$ cat config.mk
export PLATFORM = sky130hd
export DESIGN_NAME = refill_arbiter_flat
export DESIGN_NICKNAME = d
export VERILOG_FILES = /design/src/rtl/refill_pkg.sv /design/src/rtl/refill_arbiter_if.sv /design/src/rtl/rr_arb2.sv /design/src/rtl/refill_arbiter.sv /design/src/flat_wrapper.sv
export SDC_FILE = /design/constraint.sdc
export NUM_CORES = 1
export LEC_CHECK = 0
export ABC_AREA = 1
export BUFFER_PORTS_ARGS = -buffer_cell sky130_fd_sc_hd__buf_2
export CORE_AREA = 2 2 262 264
export DETAILED_ROUTE_END_ITERATION = 10
export DIE_AREA = 0 0 264 266
export SYNTH_ARGS = -nofsm -noshare
export SYNTH_HDL_FRONTEND = slang
export SYNTH_SLANG_ARGS = --single-unit
export TNS_END_PERCENT = 100
$ cat constraint.sdc
create_clock -name clk -period 3.1 [get_ports clk]
set_clock_uncertainty 0.2 [all_clocks]
set_input_delay 0 -clock clk [delete_from_list [all_inputs] [get_ports clk]]
set_output_delay 0 -clock clk [all_outputs]
set_load 0.01 [all_outputs]
$ cat src/rtl/refill_pkg.sv
// Shared constants for the cache refill arbiter: FSM encodings, requester ids, default widths.
package refill_pkg;

  localparam int unsigned DEF_LINE_WIDTH      = 512;
  localparam int unsigned DEF_BEAT_WIDTH      = 32;
  localparam int unsigned DEF_LINE_ADDR_WIDTH = 26;
  localparam int unsigned MEM_ADDR_WIDTH      = 32;
  localparam int unsigned LINE_OFFSET_BITS    = 6;
  localparam int unsigned STATE_WIDTH         = 2;

  typedef logic [STATE_WIDTH-1:0] state_t;

  localparam state_t S_IDLE    = 2'd0;
  localparam state_t S_ISSUE   = 2'd1;
  localparam state_t S_BEAT    = 2'd2;
  localparam state_t S_DELIVER = 2'd3;

  localparam logic REQ_ICACHE = 1'b0;
  localparam logic REQ_DCACHE = 1'b1;

endpackage

$ cat src/rtl/refill_arbiter_if.sv
// Requester, fill-return and memory read-port signals of the refill arbiter.
interface refill_arbiter_if #(
  parameter int unsigned LINE_WIDTH      = refill_pkg::DEF_LINE_WIDTH,
  parameter int unsigned BEAT_WIDTH      = refill_pkg::DEF_BEAT_WIDTH,
  parameter int unsigned LINE_ADDR_WIDTH = refill_pkg::DEF_LINE_ADDR_WIDTH
);

  logic                       req0;
  logic [LINE_ADDR_WIDTH-1:0] addr0;
  logic                       req1;
  logic [LINE_ADDR_WIDTH-1:0] addr1;
  logic                       gnt0;
  logic                       gnt1;
  logic                       fill_valid;
  logic                       fill_id;
  logic [LINE_ADDR_WIDTH-1:0] fill_addr;
  logic [LINE_WIDTH-1:0]      fill_line;
  logic                       mem_req;
  logic [31:0]                mem_addr;
  logic                       mem_ack;
  logic                       mem_rvalid;
  logic [BEAT_WIDTH-1:0]      mem_rdata;
  logic                       busy;

  modport slave (
    input  req0, addr0, req1, addr1, mem_ack, mem_rvalid, mem_rdata,
    output gnt0, gnt1, fill_valid, fill_id, fill_addr, fill_line, mem_req, mem_addr, busy
  );

  modport master (
    output req0, addr0, req1, addr1, mem_ack, mem_rvalid, mem_rdata,
    input  gnt0, gnt1, fill_valid, fill_id, fill_addr, fill_line, mem_req, mem_addr, busy
  );

endinterface

$ cat src/rtl/rr_arb2.sv
// Two-way round-robin arbiter: on a tie the requester not granted last wins.
module rr_arb2
  import refill_pkg::*;
(
  input  logic [1:0] req,
  input  logic       last,
  output logic [1:0] gnt_c,
  output logic       id_c
);

  always_comb begin
    gnt_c = 2'b00;
    id_c  = REQ_ICACHE;
    if (req[0] && (!req[1] || last == REQ_DCACHE)) begin
      gnt_c = 2'b01;
      id_c  = REQ_ICACHE;
    end else if (req[1]) begin
      gnt_c = 2'b10;
      id_c  = REQ_DCACHE;
    end
  end

endmodule

$ cat src/rtl/refill_arbiter.sv
// Shares one memory read port between I$ and D$ line fills: arbitrate, burst, assemble, deliver.
module refill_arbiter
  import refill_pkg::*;
#(
  parameter int unsigned LINE_WIDTH      = DEF_LINE_WIDTH,
  parameter int unsigned BEAT_WIDTH      = DEF_BEAT_WIDTH,
  parameter int unsigned BEATS           = LINE_WIDTH / BEAT_WIDTH,
  parameter int unsigned LINE_ADDR_WIDTH = DEF_LINE_ADDR_WIDTH
) (
  input  logic             clk,
  input  logic             reset,
  refill_arbiter_if.slave  bus
);

  localparam int unsigned CNT_W = (BEATS > 1) ? $clog2(BEATS) : 1;

  state_t                     state_q, state_d;
  logic [CNT_W-1:0]           cnt_q, cnt_d;
  logic                       last_q, last_d;
  logic                       id_q, id_d;
  logic [LINE_ADDR_WIDTH-1:0] addr_q, addr_d;
  logic [LINE_WIDTH-1:0]      line_q, line_d;
  logic                       gnt0_q, gnt0_d;
  logic                       gnt1_q, gnt1_d;
  logic                       fill_valid_q, fill_valid_d;
  logic                       mem_req_q, mem_req_d;
  logic                       busy_q, busy_d;

  logic [1:0] arb_gnt;
  logic       arb_id;

  rr_arb2 u_arb (
    .req   ({bus.req1, bus.req0}),
    .last  (last_q),
    .gnt_c (arb_gnt),
    .id_c  (arb_id)
  );

  // Next-state and next-output logic; outputs are registered from the next state.
  always_comb begin
    state_d = state_q;
    cnt_d   = cnt_q;
    last_d  = last_q;
    id_d    = id_q;
    addr_d  = addr_q;
    line_d  = line_q;
    gnt0_d  = 1'b0;
    gnt1_d  = 1'b0;
    unique case (state_q)
      S_IDLE: begin
        if (arb_gnt != 2'b00) begin
          state_d = S_ISSUE;
          gnt0_d  = arb_gnt[0];
          gnt1_d  = arb_gnt[1];
          id_d    = arb_id;
          last_d  = arb_id;
          addr_d  = (arb_id == REQ_DCACHE) ? bus.addr1 : bus.addr0;
        end
      end
      S_ISSUE: begin
        if (bus.mem_ack) begin
          state_d = S_BEAT;
          cnt_d   = '0;
        end
      end
      S_BEAT: begin
        if (bus.mem_rvalid) begin
          for (int k = 0; k < BEATS; k++) begin
            if (cnt_q == CNT_W'(k)) line_d[k*BEAT_WIDTH +: BEAT_WIDTH] = bus.mem_rdata;
          end
          cnt_d = cnt_q + CNT_W'(1);
          if (cnt_q == CNT_W'(BEATS - 1)) state_d = S_DELIVER;
        end
      end
      S_DELIVER: state_d = S_IDLE;
      default:   state_d = S_IDLE;
    endcase
    mem_req_d    = (state_d == S_ISSUE);
    fill_valid_d = (state_d == S_DELIVER);
    busy_d       = (state_d != S_IDLE);
  end

  always_ff @(posedge clk) begin
    if (reset) begin
      state_q      <= S_IDLE;
      cnt_q        <= '0;
      last_q       <= REQ_DCACHE;
      id_q         <= REQ_ICACHE;
      addr_q       <= '0;
      line_q       <= '0;
      gnt0_q       <= 1'b0;
      gnt1_q       <= 1'b0;
      fill_valid_q <= 1'b0;
      mem_req_q    <= 1'b0;
      busy_q       <= 1'b0;
    end else begin
      state_q      <= state_d;
      cnt_q        <= cnt_d;
      last_q       <= last_d;
      id_q         <= id_d;
      addr_q       <= addr_d;
      line_q       <= line_d;
      gnt0_q       <= gnt0_d;
      gnt1_q       <= gnt1_d;
      fill_valid_q <= fill_valid_d;
      mem_req_q    <= mem_req_d;
      busy_q       <= busy_d;
    end
  end

  assign bus.gnt0       = gnt0_q;
  assign bus.gnt1       = gnt1_q;
  assign bus.fill_valid = fill_valid_q;
  assign bus.fill_id    = id_q;
  assign bus.fill_addr  = addr_q;
  assign bus.fill_line  = line_q;
  assign bus.mem_req    = mem_req_q;
  assign bus.mem_addr   = MEM_ADDR_WIDTH'({addr_q, {LINE_OFFSET_BITS{1'b0}}});
  assign bus.busy       = busy_q;

endmodule
$ cat src/flat_wrapper.sv
// flat-port wrapper written by rule: the top's interface ports become plain ports
module refill_arbiter_flat import refill_pkg::*;
#(
  parameter int unsigned LINE_WIDTH      = DEF_LINE_WIDTH,
  parameter int unsigned BEAT_WIDTH      = DEF_BEAT_WIDTH,
  parameter int unsigned BEATS           = LINE_WIDTH / BEAT_WIDTH,
  parameter int unsigned LINE_ADDR_WIDTH = DEF_LINE_ADDR_WIDTH
)
  (clk, reset, bus_req0, bus_addr0, bus_req1, bus_addr1, bus_mem_ack, bus_mem_rvalid, bus_mem_rdata, bus_gnt0, bus_gnt1, bus_fill_valid, bus_fill_id, bus_fill_addr, bus_fill_line, bus_mem_req, bus_mem_addr, bus_busy);
  refill_arbiter_if #(.LINE_WIDTH(LINE_WIDTH), .BEAT_WIDTH(BEAT_WIDTH), .LINE_ADDR_WIDTH(LINE_ADDR_WIDTH)) bus_i ();
  input  logic clk;
  input  logic reset;
  input wire logic [$bits(bus_i.req0)-1:0] bus_req0;
  input wire logic [$bits(bus_i.addr0)-1:0] bus_addr0;
  input wire logic [$bits(bus_i.req1)-1:0] bus_req1;
  input wire logic [$bits(bus_i.addr1)-1:0] bus_addr1;
  input wire logic [$bits(bus_i.mem_ack)-1:0] bus_mem_ack;
  input wire logic [$bits(bus_i.mem_rvalid)-1:0] bus_mem_rvalid;
  input wire logic [$bits(bus_i.mem_rdata)-1:0] bus_mem_rdata;
  output wire logic [$bits(bus_i.gnt0)-1:0] bus_gnt0;
  output wire logic [$bits(bus_i.gnt1)-1:0] bus_gnt1;
  output wire logic [$bits(bus_i.fill_valid)-1:0] bus_fill_valid;
  output wire logic [$bits(bus_i.fill_id)-1:0] bus_fill_id;
  output wire logic [$bits(bus_i.fill_addr)-1:0] bus_fill_addr;
  output wire logic [$bits(bus_i.fill_line)-1:0] bus_fill_line;
  output wire logic [$bits(bus_i.mem_req)-1:0] bus_mem_req;
  output wire logic [$bits(bus_i.mem_addr)-1:0] bus_mem_addr;
  output wire logic [$bits(bus_i.busy)-1:0] bus_busy;
  assign bus_i.req0 = bus_req0;
  assign bus_i.addr0 = bus_addr0;
  assign bus_i.req1 = bus_req1;
  assign bus_i.addr1 = bus_addr1;
  assign bus_i.mem_ack = bus_mem_ack;
  assign bus_i.mem_rvalid = bus_mem_rvalid;
  assign bus_i.mem_rdata = bus_mem_rdata;
  assign bus_gnt0 = bus_i.gnt0;
  assign bus_gnt1 = bus_i.gnt1;
  assign bus_fill_valid = bus_i.fill_valid;
  assign bus_fill_id = bus_i.fill_id;
  assign bus_fill_addr = bus_i.fill_addr;
  assign bus_fill_line = bus_i.fill_line;
  assign bus_mem_req = bus_i.mem_req;
  assign bus_mem_addr = bus_i.mem_addr;
  assign bus_busy = bus_i.busy;
  refill_arbiter #(.LINE_WIDTH(LINE_WIDTH), .BEAT_WIDTH(BEAT_WIDTH), .BEATS(BEATS), .LINE_ADDR_WIDTH(LINE_ADDR_WIDTH)) u_core (.clk(clk), .reset(reset), .bus(bus_i));
endmodule
Word level (Yosys, flattened, before mapping)
Index checks and enable logic that the tools add are counted.
{"block": "totals", "wordCells": 91, "inputBits": 90, "out_inout_bits": 576, "register_bits": 551}
{"block": "classes", "n_eq_ne": 22, "n_mux": 13, "add_sub_neg": 1, "bitwise": 2, "reduce_logical": 27}
{"cell": "AND reduction 3 bit", "n": 17}
{"cell": "equality test 4 bit, second input constant", "n": 8}
{"cell": "two-way mux 26 bit", "n": 1}
{"cell": "equality test 4 x 3 -> 1 bit, second input constant", "n": 4}
{"cell": "two-way mux 2 bit", "n": 6}
{"cell": "equality test 4 x 2 -> 1 bit, second input constant", "n": 2}
{"cell": "two-way mux 4 bit", "n": 2}
{"cell": "one-hot mux 2 bit (4 select lines)", "n": 1}
{"cell": "one-hot mux 4 bit (2 select lines)", "n": 1}
{"cell": "equality test 2 bit, second input constant", "n": 3}
{"cell": "nonzero test 2 bit", "n": 3}
{"cell": "adder 4 x 1 -> 4 bit, second input constant", "n": 1}
{"cell": "equality test 2 x 1 -> 1 bit, second input constant", "n": 2}
{"cell": "equality test 4 x 1 -> 1 bit, second input constant", "n": 1}
{"cell": "logical NOT 4 bit", "n": 1}
{"cell": "inequality test 2 bit, second input constant", "n": 2}
{"cell": "OR reduction 3 bit", "n": 1}
{"cell": "logical NOT 2 bit", "n": 1}
{"cell": "two-way mux 1 bit", "n": 2}
{"cell": "inverter 1 bit", "n": 2}
{"cell": "AND reduction 2 bit", "n": 1}
{"cell": "logical AND 1 bit", "n": 1}
{"cell": "logical NOT 1 bit", "n": 1}
{"cell": "logical OR 1 bit", "n": 1}

Logic depth before layout (Yosys ltp)
{"block": "logic_depth", "ltp_word": 8, "mapped_depth": 9, "ltp_nobuf": 7}

Cells and area by module
From an unflattened synthesis, not the netlist that was laid out.
{"block": "unflattened", "cells_unflattened": 3187, "hier_area_um2": 21997.3}
{"mod": "refill_arbiter", "cells_per_inst": 3182, "area_each_um2": 21962.3, "seq_area_each_um2": 11030.6, "instances": 1}
{"mod": "rr_arb2", "cells_per_inst": 5, "area_each_um2": 35.0, "seq_area_each_um2": 0.0, "instances": 1}

Worst setup path after synthesis
OpenSTA, ideal clock, no wires.
{"block": "synth_timing", "path_type": "reg-to-reg", "from": "register u_core.cnt_q[0]", "to": "register u_core.line_q[495] (netlist: u_core.bus.fill_line[495])", "t_arrival_ps": 1346, "path_stages_with_launch": 8, "period_less_slack_ps": 1611, "setup_time_ps": 65, "path_buffers": 1, "setup_slack_ps": 1489, "required_time_ps": 2835, "path_cell_list": "dfxtp_1 ha_1 nand3_1 inv_1 nand2_1 clkbuf_1 nor2_1 nor2_1"}
{"block": "synth_between", "elab_chain_cells": 2}
{"item": "start: declaration", "line_no": "refill_arbiter.sv:18", "text": "logic [CNT_W-1:0] cnt_q, cnt_d;"}
{"item": "start signal: assignment", "line_no": "refill_arbiter.sv:98", "text": "cnt_q <= cnt_d;"}
{"item": "equality test 4 bit", "line_no": "refill_arbiter.sv:69", "text": "if (cnt_q == CNT_W'(k)) line_d[k*BEAT_WIDTH +: BEAT_WIDTH] = bus.mem_rdata;"}
{"item": "AND reduction 3 bit (no source line)"}
{"item": "end signal: assignment", "line_no": "refill_arbiter.sv:102", "text": "line_q <= line_d;"}
{"item": "end: declaration", "line_no": "refill_arbiter.sv:22", "text": "logic [LINE_WIDTH-1:0] line_q, line_d;"}
No other way between the ends.
A chain may end at the register's enable or synchronous reset.

Worst setup path after layout
{"block": "layout_timing", "from": "register u_core.state_q[1]", "to": "register u_core.addr_q[19] (netlist: u_core.bus.fill_addr[19])"}
{"block": "layout_between", "elab_chain_cells": 2}
{"item": "start: declaration", "line_no": "refill_arbiter.sv:17", "text": "state_t state_q, state_d;"}
{"item": "start signal: assignment", "line_no": "refill_arbiter.sv:97", "text": "state_q <= state_d;"}
{"item": "logical NOT 2 bit", "line_no": "refill_arbiter.sv:49", "text": "unique case (state_q)"}
{"item": "AND reduction 2 bit (no source line)"}
{"item": "end signal: assignment", "line_no": "refill_arbiter.sv:101", "text": "addr_q <= addr_d;"}
{"item": "end: declaration", "line_no": "refill_arbiter.sv:21", "text": "logic [LINE_ADDR_WIDTH-1:0] addr_q, addr_d;"}
No other way between the ends.

==> flow_summary.yaml <==
drt:
  firstDrtPassIters: 5
  routed_via_density: 4.582
  drt_wl_total_mm: 77.91
  wire_per_inst_um: 17.52
  drc: 0
  ant_nets: 0
  drtIter0Drc: 1677
  vias: 20379
min_path:
  hold_end: "u_core.bus.fill_addr[9]$_SDFFE_PP0P_"
  hold_depth: 6
  worstHoldStart: "bus_addr0[9]"
  hold_class: "in2reg"
sta:
  maxSlewHeadroom_pct: 13.49
  rsz0062_at_grt: "no"
  worst_pin_slew_ns: 1.296
  timing_hold_violations_final: 0
  fin_tns_setup_ns: 0
  fmax_mhz: 345.0
  post-route-min-period_ns: 2.898
  setup_ws_ns: 0.2018
  finalSetupViolCount: 0
  fin_crit_sh_pct: 93.49
  slew_violations: 0
floorplanning:
  fp-row-count: 96
  die_w_um: 264
  ios: 666
  start_util_pct: 30.59
  die-area_um2: 70220
  core-area_um2: 67750
  die_h_um: 266
worst_setup_path:
  crit_required_ns: 3.44
  critPathLaunchType: "flip-flop"
  r2r-start: "u_core.state_q[1]$_SDFF_PP0_"
  crit_type: "reg2reg"
  reg2reg_depth: 8
  r2r_end: "u_core.bus.fill_addr[19]$_SDFFE_PP0P_"
  crit_fanout: 22
  endpoint_kind: "flip-flop"
  worstPathArrival_ns: 3.24
  r2r_slack_ns: 0.20
finish:
  nets: 3618
  final_common_cell: "nor2_1"
  drive_gt1_share_pct: 22.69
  final_cell_mix: "nor2_1 (984), buf_2 (659), nand2_1 (624)"
  area_delta_synth_final_pct: 32.24
  num-fill-cells: 7037
global_route:
  globalRouteOverflowTotal: 0
  grt_pass1_wl_mm: 114.3
  grt_antenna_before_repair: 4
  grt_use_total_pct: 20.99
  grt_max_degree: 107
  first_global_vias: 18365
power:
  p_leak_nw: 13.50
  peakVddDrop_v: 0.0004187
  power_density_nw_per_um2: 560.0
synthesis:
  synth_area_leaders: "dfxtp_1 (53%), nor2_1 (18%), nand2_1 (11%)"
  ys_seq_elements: 551
  netlist_instances: 2901
  synth_area_um2: 20720
  yosys_warnings: 0
  synth_cell_types: 25
  synth.avg_cell_area_um2: 7.143
  synth_top_area_cell: "dfxtp_1"
  synth_seq_area_share_pct: 53.23
  synth_top_area_share_pct: 53.23
clocking:
  cts-root-buf: "clkbuf_16"
  clock_sinks: 551
  htreeDepth: 2
  cts.clk_slew.worst_paths_ns: 0.06
  cts_buffer_depth: 3
  clock_latency_ns: 0.60
  tritoncts: "built"
  cts-buffers-inserted: 59
  post_cts_buffers: 0
status:
  status: "finished clean"
placement:
  port_buffers: 659
  dp_slack_ns: 0.5947
  finalWeightedCongestion: 0.8759
  place_hpwl_mm: 50.82
job:
  max-cap-violations: 0
[per-layer routing]
layer	vias to the layer above	routed length (um)	track usage (%)
met5	-	0	0
met4	0	1803	5.620
met3	106	6606	5.989
met2	772	34030	32.42
met1	9372	35470	28.62
li1	10129	-	-
[sequential cells by signal, summed over array words and instances, names as in the netlist]
name                   cells
u_core.bus.gnt0            1
u_core.bus.fill_id         1
u_core.cnt_q               4
u_core.bus.busy            1
u_core.last_q              1
u_core.state_q             2
u_core.bus.gnt1            1
u_core.bus.fill_valid      1
u_core.bus.fill_addr      26
u_core.bus.fill_line     512
u_core.bus.mem_req         1
[report_power, final]
part | internal [W] | total (W) | switching, W | leakage [nW]
sequential | 0.00715 | 0.00721 | 0.0000574 | 4.45
combinational | 0.000374 | 0.00105 | 0.000676 | 8.12
clock | 0.00419 | 0.00709 | 0.00290 | 0.940
total | 0.0117 | 0.0153 | 0.00363 | 13.5
[layout make-up]
type                            count  area (um2)  area share (%)
Tap cell                          882        1104           4.027
Clock buffer                       94        1800           6.570
Clock inverter                      8       125.1          0.4566
Multi-Input combinational cell   2035        8309           30.32
Sequential cell                   551       11030           40.25
Timing Repair Buffer              801        4740           17.30
Antenna cell                        1       2.502        0.009132
Inverter                           76       292.8           1.068
[worst max path at each step]
stage | start | end | cells past startpoint | slack [ns]
CTS | u_core.state_q[1]$_SDFF_PP0_ | u_core.bus.fill_addr[16]$_SDFFE_PP0P_ | 8 | 0.29
detailed placement | u_core.state_q[1]$_SDFF_PP0_ | u_core.bus.fill_line[452]$_SDFFE_PP0P_ | 4 | 0.59
global route | u_core.state_q[1]$_SDFF_PP0_ | u_core.bus.fill_addr[16]$_SDFFE_PP0P_ | 8 | 0.01
floorplan | u_core.cnt_q[0]$_SDFFE_PP0P_ | u_core.bus.fill_line[495]$_SDFFE_PP0P_ | 7 | 1.49
finish | u_core.state_q[1]$_SDFF_PP0_ | u_core.bus.fill_addr[19]$_SDFFE_PP0P_ | 8 | 0.20
global placement | u_core.state_q[1]$_SDFF_PP0_ | u_core.bus.fill_line[475]$_SDFFE_PP0P_ | 4 | 0.69
[kinds of logic after synthesis]
| family | count (synthesis) | share of synthesized area (%) |
|---|---|---|
| and+or+nand+nor | 1701 | 31.76 |
| buffers and inverters | 320 | 6.883 |
| AOI/OAI and AO/OA | 324 | 7.867 |
| DFF | 551 | 53.23 |
| adders and majority gates | 4 | 0.2415 |
| other | 1 | 0.01810 |
[through the flow]
stage	instance area, um2	util, %	cells	hold WS [ns]	power, W
detailed placement	24470	36.13	4245	0.1141	0.008248
floorplan	20740	-	2906	-0.05244	0.007906
CTS	27400	40.45	4447	0.03624	0.01550
global route	27400	40.45	4447	0.08433	0.01589
global placement	24470	36.13	4245	0.1112	0.008248
finish	27400	40.45	4448	0.08202	0.01535
[synth_stat cells]
master and number:
nor2_1 984, nand2_1 625, dfxtp_1 551, o21ai_0 244, clkbuf_1 124, inv_1 73, nor3_1 65, buf_2 60
o21ai_1 40, buf_4 38, a21oi_1 37, buf_1 21, nor2_4 9, nand3_1 8, nor2_2 8, ha_1 4
clkinv_1 2, a21oi_2 1, a31oi_1 1, buf_6 1, conb_1 1, inv_2 1, nand3_4 1, nand3b_1 1
o21ai_2 1
[worst max-delay path: stages (launching register included)]
cell           delay, ns
dfxtp_1             0.42
nor2_1              0.09
o21ai_2             0.11
clkinv_1            0.50
nand2_1             0.22
dlygate4sd3_1       0.58
nor2_1              0.05
dlygate4sd3_1       0.57
nor2_1              0.10
[timing repair]
item,in CTS,in global routing
resized for setup,0,0
endpoints found under the hold margin,503,0
endpoints found under the setup margin,0,0
hold buffers,100,0
Note: power is estimated with default switching activity, not from simulation.
